<file path="src/rtl/rv32i_pkg.sv">
// Shared RV32I decode constants and PC-unit state encoding.
package rv32i_pkg;

  // Branch funct3 encodings
  localparam logic [2:0] F3_BEQ  = 3'b000;
  localparam logic [2:0] F3_BNE  = 3'b001;
  localparam logic [2:0] F3_BLT  = 3'b100;
  localparam logic [2:0] F3_BGE  = 3'b101;
  localparam logic [2:0] F3_BLTU = 3'b110;
  localparam logic [2:0] F3_BGEU = 3'b111;

  // PC unit states
  typedef enum logic [1:0] {
    ST_RUN   = 2'd0,
    ST_FLUSH = 2'd1,
    ST_TRAP  = 2'd2
  } pc_state_e;

  localparam logic [31:0] PC_STEP = 32'd4;

endpackage

</file>
<file path="src/rtl/branch_cond.sv">
// Branch condition resolver: maps comparator flags and funct3 to taken/not-taken.
module branch_cond
  import rv32i_pkg::*;
(
  input  logic [2:0] funct3,
  input  logic       BrEq,
  input  logic       BrLT,
  input  logic       work,
  output logic       cond
);

  // The comparator idles with BrEq=BrLT=1, so gate everything on work.
  always_comb begin
    cond = 1'b0;
    if (work) begin
      case (funct3)
        F3_BEQ:           cond = BrEq;
        F3_BNE:           cond = ~BrEq;
        F3_BLT, F3_BLTU:  cond = BrLT;
        F3_BGE, F3_BGEU:  cond = ~BrLT;
        default:          cond = 1'b0;
      endcase
    end
  end

endmodule

</file>
<file path="src/rtl/branch_pc_unit.sv">
// Branch resolution and PC ownership: redirect, multi-cycle flush, misaligned-target trap.
module branch_pc_unit
  import rv32i_pkg::*;
#(
  parameter logic [31:0] RESET_PC  = 32'h0000_0000,
  parameter logic [31:0] TRAP_VEC  = 32'h0000_0100,
  parameter int unsigned FLUSH_LEN = 2,
  parameter int unsigned CNT_W     = 16
) (
  input  logic             clk,
  input  logic             rst_n,
  input  logic             stall,
  input  logic             instr_valid,
  input  logic             is_branch,
  input  logic             is_jal,
  input  logic             is_jalr,
  input  logic [2:0]       funct3,
  input  logic             BrEq,
  input  logic             BrLT,
  input  logic             work,
  input  logic [31:0]      imm,
  input  logic [31:0]      rs1_data,
  input  logic             trap_clr,
  output logic [31:0]      pc,
  output logic [31:0]      link_addr,
  output logic             taken,
  output logic             flush,
  output logic             trap,
  output logic [31:0]      trap_addr,
  output logic [CNT_W-1:0] taken_cnt
);

  localparam int unsigned FCW = (FLUSH_LEN < 2) ? 1 : $clog2(FLUSH_LEN + 1);

  pc_state_e       stateQ, stateD;
  logic [31:0]     pcQ, pcD;
  logic            flushQ, flushD;
  logic            trapQ, trapD;
  logic [31:0]     trapAddrQ, trapAddrD;
  logic [CNT_W-1:0] cntQ, cntD;
  logic [FCW-1:0]  flushCntQ, flushCntD;

  logic        brCond;
  logic        redirReq;
  logic [31:0] jalrSum;
  logic [31:0] target;
  logic        misaligned;

  branch_cond u_branch_cond (
    .funct3 (funct3),
    .BrEq   (BrEq),
    .BrLT   (BrLT),
    .work   (work),
    .cond   (brCond)
  );

  // Target selection with jalr > jal > branch priority.
  always_comb begin
    jalrSum  = rs1_data + imm;
    redirReq = is_jalr | is_jal | (is_branch & brCond);
    target   = is_jalr ? {jalrSum[31:1], 1'b0} : (pcQ + imm);
    misaligned = (target[1:0] != 2'b00);
  end

  // Next-state logic; stall freezes everything and suppresses taken.
  always_comb begin
    stateD    = stateQ;
    pcD       = pcQ;
    flushD    = flushQ;
    trapD     = trapQ;
    trapAddrD = trapAddrQ;
    cntD      = cntQ;
    flushCntD = flushCntQ;
    taken     = 1'b0;
    if (!stall) begin
      unique case (stateQ)
        ST_RUN: begin
          if (instr_valid) begin
            if (redirReq && misaligned) begin
              trapD     = 1'b1;
              trapAddrD = target;
              stateD    = ST_TRAP;
            end else if (redirReq) begin
              taken     = 1'b1;
              pcD       = target;
              cntD      = cntQ + CNT_W'(1);
              flushD    = 1'b1;
              flushCntD = FCW'(FLUSH_LEN);
              stateD    = ST_FLUSH;
            end else begin
              pcD = pcQ + PC_STEP;
            end
          end
        end
        ST_FLUSH: begin
          pcD = pcQ + PC_STEP;
          if (flushCntQ == FCW'(1)) begin
            flushD    = 1'b0;
            flushCntD = '0;
            stateD    = ST_RUN;
          end else begin
            flushCntD = flushCntQ - FCW'(1);
          end
        end
        ST_TRAP: begin
          if (trap_clr) begin
            pcD    = TRAP_VEC;
            trapD  = 1'b0;
            stateD = ST_RUN;
          end
        end
        default: stateD = ST_RUN;
      endcase
    end
  end

  // State registers with asynchronous reset.
  always_ff @(posedge clk or negedge rst_n) begin
    if (!rst_n) begin
      stateQ    <= ST_RUN;
      pcQ       <= RESET_PC;
      flushQ    <= 1'b0;
      trapQ     <= 1'b0;
      trapAddrQ <= '0;
      cntQ      <= '0;
      flushCntQ <= '0;
    end else begin
      stateQ    <= stateD;
      pcQ       <= pcD;
      flushQ    <= flushD;
      trapQ     <= trapD;
      trapAddrQ <= trapAddrD;
      cntQ      <= cntD;
      flushCntQ <= flushCntD;
    end
  end

  assign pc        = pcQ;
  assign link_addr = pcQ + PC_STEP;
  assign flush     = flushQ;
  assign trap      = trapQ;
  assign trap_addr = trapAddrQ;
  assign taken_cnt = cntQ;

endmodule
</file>
<file path="config.mk">
export PLATFORM = sky130hd
export DESIGN_NAME = branch_pc_unit
export DESIGN_NICKNAME = d
export VERILOG_FILES = /design/src/rtl/rv32i_pkg.sv /design/src/rtl/branch_cond.sv /design/src/rtl/branch_pc_unit.sv
export SDC_FILE = /design/constraint.sdc
export NUM_CORES = 1
export LEC_CHECK = 0
export ABC_AREA = 0
export CORE_MARGIN = 3
export CORE_UTILIZATION = 52
export DETAILED_ROUTE_END_ITERATION = 8
export HOLD_SLACK_MARGIN = 0.02
export PLACE_DENSITY = 0.93
export SYNTH_ARGS = -nofsm -noshare
export SYNTH_HDL_FRONTEND = slang
export SYNTH_SLANG_ARGS = --single-unit
</file>
<file path="constraint.sdc">
create_clock -name clk -period 3.6 [get_ports clk]
set_input_delay 0.72 -clock clk [delete_from_list [all_inputs] [get_ports clk]]
set_output_delay 0.72 -clock clk [all_outputs]
set_load 0.05 [all_outputs]
</file>
==> summary.txt, run 1 <==
Status
  – Outcome: finished clean

Floorplan
  – I/O pin count: 193
  – Starting density of the core: 0.534
  – Core ar.: 15300 um2
  – Site row count: 45
  – Die Ht: 131 um
  – Die outline area: 17200 um2
  – Die extent in x: 131 um

Power
  – Sw Share: 0.539
  – Pint: 4.18 mW
  – Flop pwr share: 0.205
  – Clk pwr share: 0.092
  – Max IR drop VDD: 0.405 mV
  – Net Sw Power: 4.89 mW
  – Pwr per Cell Area: 804 nW/um2
  – Lkg Pwr: 5.07 nW
  – Comb power frac: 0.703
  – Pwr Total: 9.07 mW

GRT
  – Largest net degree at the start of global routing: 87
  – M1 GR Usage: 0.408
  – Met2 global-route usage: 0.519
  – Initial antenna violation count: 0
  – Gr usage total: 0.310
  – Met3 Use GR: 0.0391
  – Overflow after GRT: 0
  – Top Usage Layer GRT: met2
  – First-pass GRT wire length: 44.3 mm
  – Number of global-route vias before repair: 8863

Drt
  – Post-route ant nets: 0
  – Vias post-DR: 9308
  – DRC: 0
  – Final WL: 28.4 mm
  – Drt first pass iters: 6
  – DR WL/cell: 19.2 um
  – DR vias/cell: 6.30
  – Initial drt markers: 986

Timing
  – Setup Skew: 0.00431 ns
  – Crit path time final: 3.53 ns
  – Final worst slack: 0.0691 ns
  – Max-slew violations: 0
  – Final Hold Viols: 0
  – FMAX: 283 MHz
  – Hold Slack: 0.470 ns
  – Tcrit/Tclk final: 0.981
  – Worst-margin pin slew: 1.09 ns
  – RSZ-0062 raised after global routing: yes
  – Final setup vio count: 0
  – Worst slew margin: 0.274

Worst setup path
  – Worst r2r src: pc[0]$_DFFE_PN0P_
  – CP Capture Type: primary output
  – Worst EP required: 2.88 ns
  – R2R Setup Slk: 0.58 ns
  – Worst Reg-to-Reg Cells: 13
  – Kind of launch point of the worst setup path: flip-flop
  – Worst reg2reg endpoint: pc[26]$_DFFE_PN0P_
  – Worst EP arrival: 2.81 ns
  – Setup Crit Path Kind: flip-flop to primary output
  – Worst-path maximum fanout: 7

Min path
  – Hold path endpoint: taken_cnt[15]$_DFFE_PN0P_
  – Hold_sp: taken_cnt[15]$_DFFE_PN0P_
  – Hold path depth: 1
  – HP Class: flip-flop to flip-flop

Placed design
  – Cell total after placement: 1461
  – DP Worst Slack: -0.225 ns
  – Area post-placement: 10900 um2
  – Port bufs: 192
  – DP HPWL: 21.8 mm
  – GP Congestion: 0.981

Final layout
  – Layout cells sized above 1: 0.145
  – Final Non-Filler Cells: 1477
  – Antenna diode count: 0
  – Finished Cell Area: 11300 um2
  – P&R area growth vs syn: 38.5%
  – Final net count: 1410

Synth
  – EDFF count, synth: 0
  – Avg Inst Size Synth: 8.12 um2
  – Area share of the largest cell type after synthesis: 0.264
  – Sequential area share after synthesis: 0.264
  – Ys Warns: 0
  – Post-Syn Area: 8140 um2
  – FFs w/ async S/R, synth: 1.00
  – Syn_nets: 1150
  – Yosys cell types: 80
  – Synthesized flop and latch total: 86
  – Synthesized instance count: 1003
  – Area leader, netlist: dfrtp_1
  – Top cells by area, synth: dfrtp_1 26%, ha_1 10%, xnor2_1 7.2%
  – Most used DFF post-synth: dfrtp_1

Run
  – Max cap viols: 0

Clock tree
  – CTS Buf Count: 9
  – H-tree depth: 3
  – Post-cts hold buffer count: 0
  – Clock Pin Slew Worst Setup and Hold Paths: 0.06 ns
  – Clock sink total: 86
  – Cell chosen for the clock root: clkbuf_16
  – CTS tree: built
  – Skew-Pair Late Insertion Delay: 0.34 ns
  – CTS Buffer Depth: 2
-- kinds of logic after synthesis --
| logic type | after synthesis | synth area share |
|---|---|---|
| compound gates | 336 | 0.265 |
| flops | 86 | 0.264 |
| fa+ha+maj | 69 | 0.108 |
| mux | 20 | 0.0258 |
| buf+inv | 76 | 0.0407 |
| simple gates | 320 | 0.193 |
| xor+xnor | 96 | 0.103 |
-- power by group through the flow --
stage                     Sequential [mW]  Clock, mW  Combinational [mW]
after floorplan                      2.82          0                2.92
after global placement               1.79          0                6.02
after detailed placement             1.82          0                6.19
after CTS                            1.81      0.839                6.24
after global routing                 1.88      0.880                6.71
final                                1.86      0.838                6.37
-- Yosys cell counts, drive strengths merged, types with 3 or more instances --
library cell / instances
a211o: 3
a211oi: 9
a21boi: 4
a21o: 31
a21oi: 91
a221oi: 5
a22o: 5
a31oi: 14
and2: 4
and3: 24
and4: 8
buf: 11
clkbuf: 32
dfrtp: 86
ha: 67
inv: 33
mux2: 8
mux2i: 12
nand2: 111
nand2b: 8
nand3: 27
nand3b: 3
nand4: 17
nor2: 67
nor2b: 12
nor3: 20
nor4: 3
o211ai: 17
o21a: 14
o21ai: 92
o21bai: 9
o22ai: 8
o31ai: 9
o32ai: 4
or3: 6
xnor2: 67
xor2: 29
-- layer usage --
metal  wire length (um)  share of wire  up-vias
li1                   -              -     4188
met1              11200           0.40     4399
met2              13300           0.47      618
met3               2760          0.097      103
met4               1100          0.039        0
met5                  0              0        -
-- stage by stage --
stage / utilization / TNS, ns
final: 0.739 / 0
after global routing: 0.739 / -0.0334
after CTS: 0.732 / 0
after detailed placement: 0.715 / -3.12
after global placement: 0.715 / -0.938
after floorplan: - / 0
-- critical path: stages (launching register included) --
cell     delay, ns
dfrtp_1       0.51
ha_1          0.31
and3_1        0.23
nand3_2       0.19
nor3_4        0.36
nand2_1       0.20
nor2_1        0.26
xor2_2        0.24
buf_12        0.17
-- worst max-delay path by stage --
stage / slack [ns] / cells past startpoint / from / end
floorplan: 0.06 / 7 / pc[2]$_DFFE_PN0P_ / link_addr[16]
global placement: -0.12 / 13 / imm[0] / pc[30]$_DFFE_PN0P_
detailed placement: -0.22 / 13 / imm[0] / trap_addr[30]$_DFFE_PN0P_
CTS: 0.0009 / 8 / pc[2]$_DFFE_PN0P_ / link_addr[16]
global route: -0.02 / 14 / imm[0] / pc[26]$_DFFE_PN0P_
finish: 0.07 / 8 / pc[2]$_DFFE_PN0P_ / link_addr[30]
-- state kept, by name, summed over array words and instances, names as in the netlist --
signal and cells:
flush 1, stateQ 2, flushCntQ 2, pc 32
trap_addr 32, taken_cnt 16, trap 1
-- final cells by class --
| cell class | instances | area [um2] |
|---|---|---|
| inverters | 33 | 124 |
| fillers | 1038 | 3980 |
| well taps | 211 | 264 |
| clock inverters | 2 | 10.0 |
| flip-flops and latches | 86 | 2150 |
| clock buffers | 12 | 246 |
| repair buffers | 292 | 2720 |
| multi-input cells | 841 | 5760 |
-- placed cells by master (no fill, tap or decap), types with 33 or more instances in the layout --
master and n:
clkdlybuf4s50_1 166, buf_4 115, nand2_1 109, a21oi_1 90, dfrtp_1 85, o21ai_0 81, ha_1 67, xnor2_1 66
nor2_1 64, inv_1 33
-- what timing repair did --
item	in CTS	in global routing
endpoints found under the setup margin	2	16
setup buffers	0	2
gates resized for setup	2	20
pin swaps	0	2
No activity file was read; power rests on OpenSTA's default activity.
==> run 2: changes to the inputs <==
--- a/config.mk
+++ b/config.mk
@@ -11,6 +11,7 @@
 export DETAILED_ROUTE_END_ITERATION = 8
 export HOLD_SLACK_MARGIN = 0.02
 export PLACE_DENSITY = 0.93
+export SLEW_MARGIN = 10
 export SYNTH_ARGS = -nofsm -noshare
 export SYNTH_HDL_FRONTEND = slang
 export SYNTH_SLANG_ARGS = --single-unit
==> results of run 2 <==
Same layout as run 1: the final DEF is identical, and so are final timing and power.
==> run 3: changes to the inputs <==
--- a/config.mk
+++ b/config.mk
@@ -8,9 +8,10 @@
 export ABC_AREA = 0
 export CORE_MARGIN = 3
 export CORE_UTILIZATION = 52
+export CTS_CLUSTER_SIZE = 8
 export DETAILED_ROUTE_END_ITERATION = 8
 export HOLD_SLACK_MARGIN = 0.02
-export PLACE_DENSITY = 0.93
+export PLACE_DENSITY = 0.8
 export SLEW_MARGIN = 10
 export SYNTH_ARGS = -nofsm -noshare
 export SYNTH_HDL_FRONTEND = slang
==> summary.txt, run 3 (synthesized netlist as in run 1, its figures left out) <==
GRT
  – Overflow after GRT: 0
  – Met3 Use GR: 0.0517
  – Number of global-route vias before repair: 8620
  – Largest net degree at the start of global routing: 54
  – Met2 global-route usage: 0.489
  – Top Usage Layer GRT: met2
  – Initial antenna violation count: 0
  – First-pass GRT wire length: 43.8 mm
  – M1 GR Usage: 0.429
  – Gr usage total: 0.308

Timing
  – Setup Skew: 0.00506 ns
  – Final setup vio count: 0
  – Worst-margin pin slew: 0.656 ns
  – RSZ-0062 raised after global routing: yes
  – Tcrit/Tclk final: 0.978
  – Crit path time final: 3.52 ns
  – Max-slew violations: 0
  – FMAX: 284 MHz
  – Setup TNS: 0 ns
  – Worst slew margin: 0.560
  – Final Hold Viols: 0

Clock tree
  – Cell chosen for the clock root: clkbuf_16
  – Clock sink total: 86
  – Clock Pin Slew Worst Setup and Hold Paths: 0.06 ns
  – Skew-Pair Late Insertion Delay: 0.34 ns
  – CTS Buffer Depth: 2
  – CTS tree: built
  – Post-cts hold buffer count: 0
  – H-tree depth: 3
  – CTS Buf Count: 9

Worst setup path
  – Slowest cell on the critical path: dfrtp_1
  – Worst EP required: 2.88 ns
  – Critical Path Max Stage Delay: 0.48 ns
  – Crit-path cells: ha_1 > and3_1 > nand3_1 > nor2_2 > and2_1 > nand3_1 > xnor2_1 > buf_12
  – Worst-path maximum fanout: 6
  – Setup Crit Path Kind: flip-flop to primary output
  – WP buf/inv: 1
  – CP Capture Type: primary output
  – Most frequent CP cell: nand3_1
  – Worst EP arrival: 2.80 ns
  – Top delay family on crit path: simple AND/OR/NAND/NOR gates
  – Kind of launch point of the worst setup path: flip-flop

Placed design
  – Port bufs: 192
  – DP HPWL: 21.7 mm
  – GP Congestion: 0.968
  – Area post-placement: 11100 um2

Floorplan
  – Die outline area: 17200 um2
  – I/O pin count: 193
  – Starting density of the core: 0.534
  – Core ar.: 15300 um2
  – Site row count: 45
  – Die Ht: 131 um
  – Die extent in x: 131 um

Drt
  – Vias post-DR: 8900
  – Post-route ant nets: 0
  – DRC: 0
  – DR vias/cell: 5.94
  – Initial drt markers: 804
  – Final WL: 27.3 mm
  – DR WL/cell: 18.2 um
  – Drt first pass iters: 7

Final layout
  – Sequential Area: 2150 um2
  – Antenna diode count: 0
  – Most common cell after layout, fill and taps aside: clkdlybuf4s50_1
  – Finished Cell Area: 11400 um2
  – P&R area growth vs syn: 40.6%
  – Layout cells sized above 1: 0.156
  – Most frequent cells in the layout: 166 x clkdlybuf4s50_1, 132 x buf_4, 109 x nand2_1
  – Final net count: 1429
  – Area taken by multi-input logic gates: 5730 um2
  – Layout filler cell count: 1164

Min path
  – HP Class: input pin to async pin

Power
  – Max IR drop VDD: 0.387 mV
  – Lkg Pwr: 5.18 nW
  – Pwr per Cell Area: 800 nW/um2

Run
  – Max cap viols: 0

Status
  – Outcome: finished clean
-- run 3: changes by cell type in the layout (fill, tap and decap cells not counted), moves of 2 or more --
cell      delta
a21oi_1      -2
nand3_1      +2
xor2_2       -3
nand3_2      -2
buf_4       +17
xor2_1       +3
clkbuf_1     -2
a21oi_2      +2
-- run 3: area by class of cell --
cell class                 count  share of cell area
clock inverter                 6             0.00536
clock buffer                  10              0.0209
inverter                      33              0.0108
sequential                    86               0.188
multi-input combinational    841               0.500
tap                          211              0.0231
timing repair buffer         311               0.252
-- run 3: timing repair --
item	in CTS	in global routing
resized for setup	0	16
buffers inserted	0	0
endpoints found under the setup margin	0	17
-- run 3: worst paths after layout --
path | startpoint | to | slack, ns | cells past startpoint
min in group clk | taken_cnt[15]$_DFFE_PN0P_ | taken_cnt[15]$_DFFE_PN0P_ | 0.47 | 1
worst min-delay path | rst_n | flushCntQ[1]$_DFFE_PN0P_ | 0.33 | 1
worst max-delay path | pc[3]$_DFFE_PN0P_ | link_addr[16] | 0.08 | 8
max in group asynchronous | rst_n | pc[30]$_DFFE_PN0P_ | 2.54 | 2
worst min register to register | taken_cnt[15]$_DFFE_PN0P_ | taken_cnt[15]$_DFFE_PN0P_ | 0.47 | 1
worst max register to register | pc[4]$_DFFE_PN0P_ | trap_addr[31]$_DFFE_PN0P_ | 0.55 | 11
-- run 3: where the power goes --
group | total (mW) | switching [mW] | internal (mW) | leakage, nW
logic | 6.40 | 3.94 | 2.45 | 3.95
registers | 1.83 | 0.510 | 1.32 | 1.09
clock network | 0.931 | 0.377 | 0.554 | 0.148
-- run 3: routing by layer --
metal / wire length (um) / up-vias
met4: 758 / 0
li1: - / 4227
met2: 12300 / 447
met1: 11900 / 4172
met5: 0 / -
met3: 2330 / 54
-- run 3: metrics by stage --
step	util	worst slack [ns]	instances	hold WS [ns]	power, mW
6_report	0.750	0.0791	1498	0.329	9.16
5_1_grt	0.750	-0.0468	1498	0.352	9.63
4_1_cts	0.746	0.0980	1498	0.327	9.06
3_5_place_dp	0.726	-0.214	1482	0.464	8.09
3_3_place_gp	0.726	-0.136	1482	0.456	7.99
2_1_floorplan	-	0.0597	1003	0.424	5.74
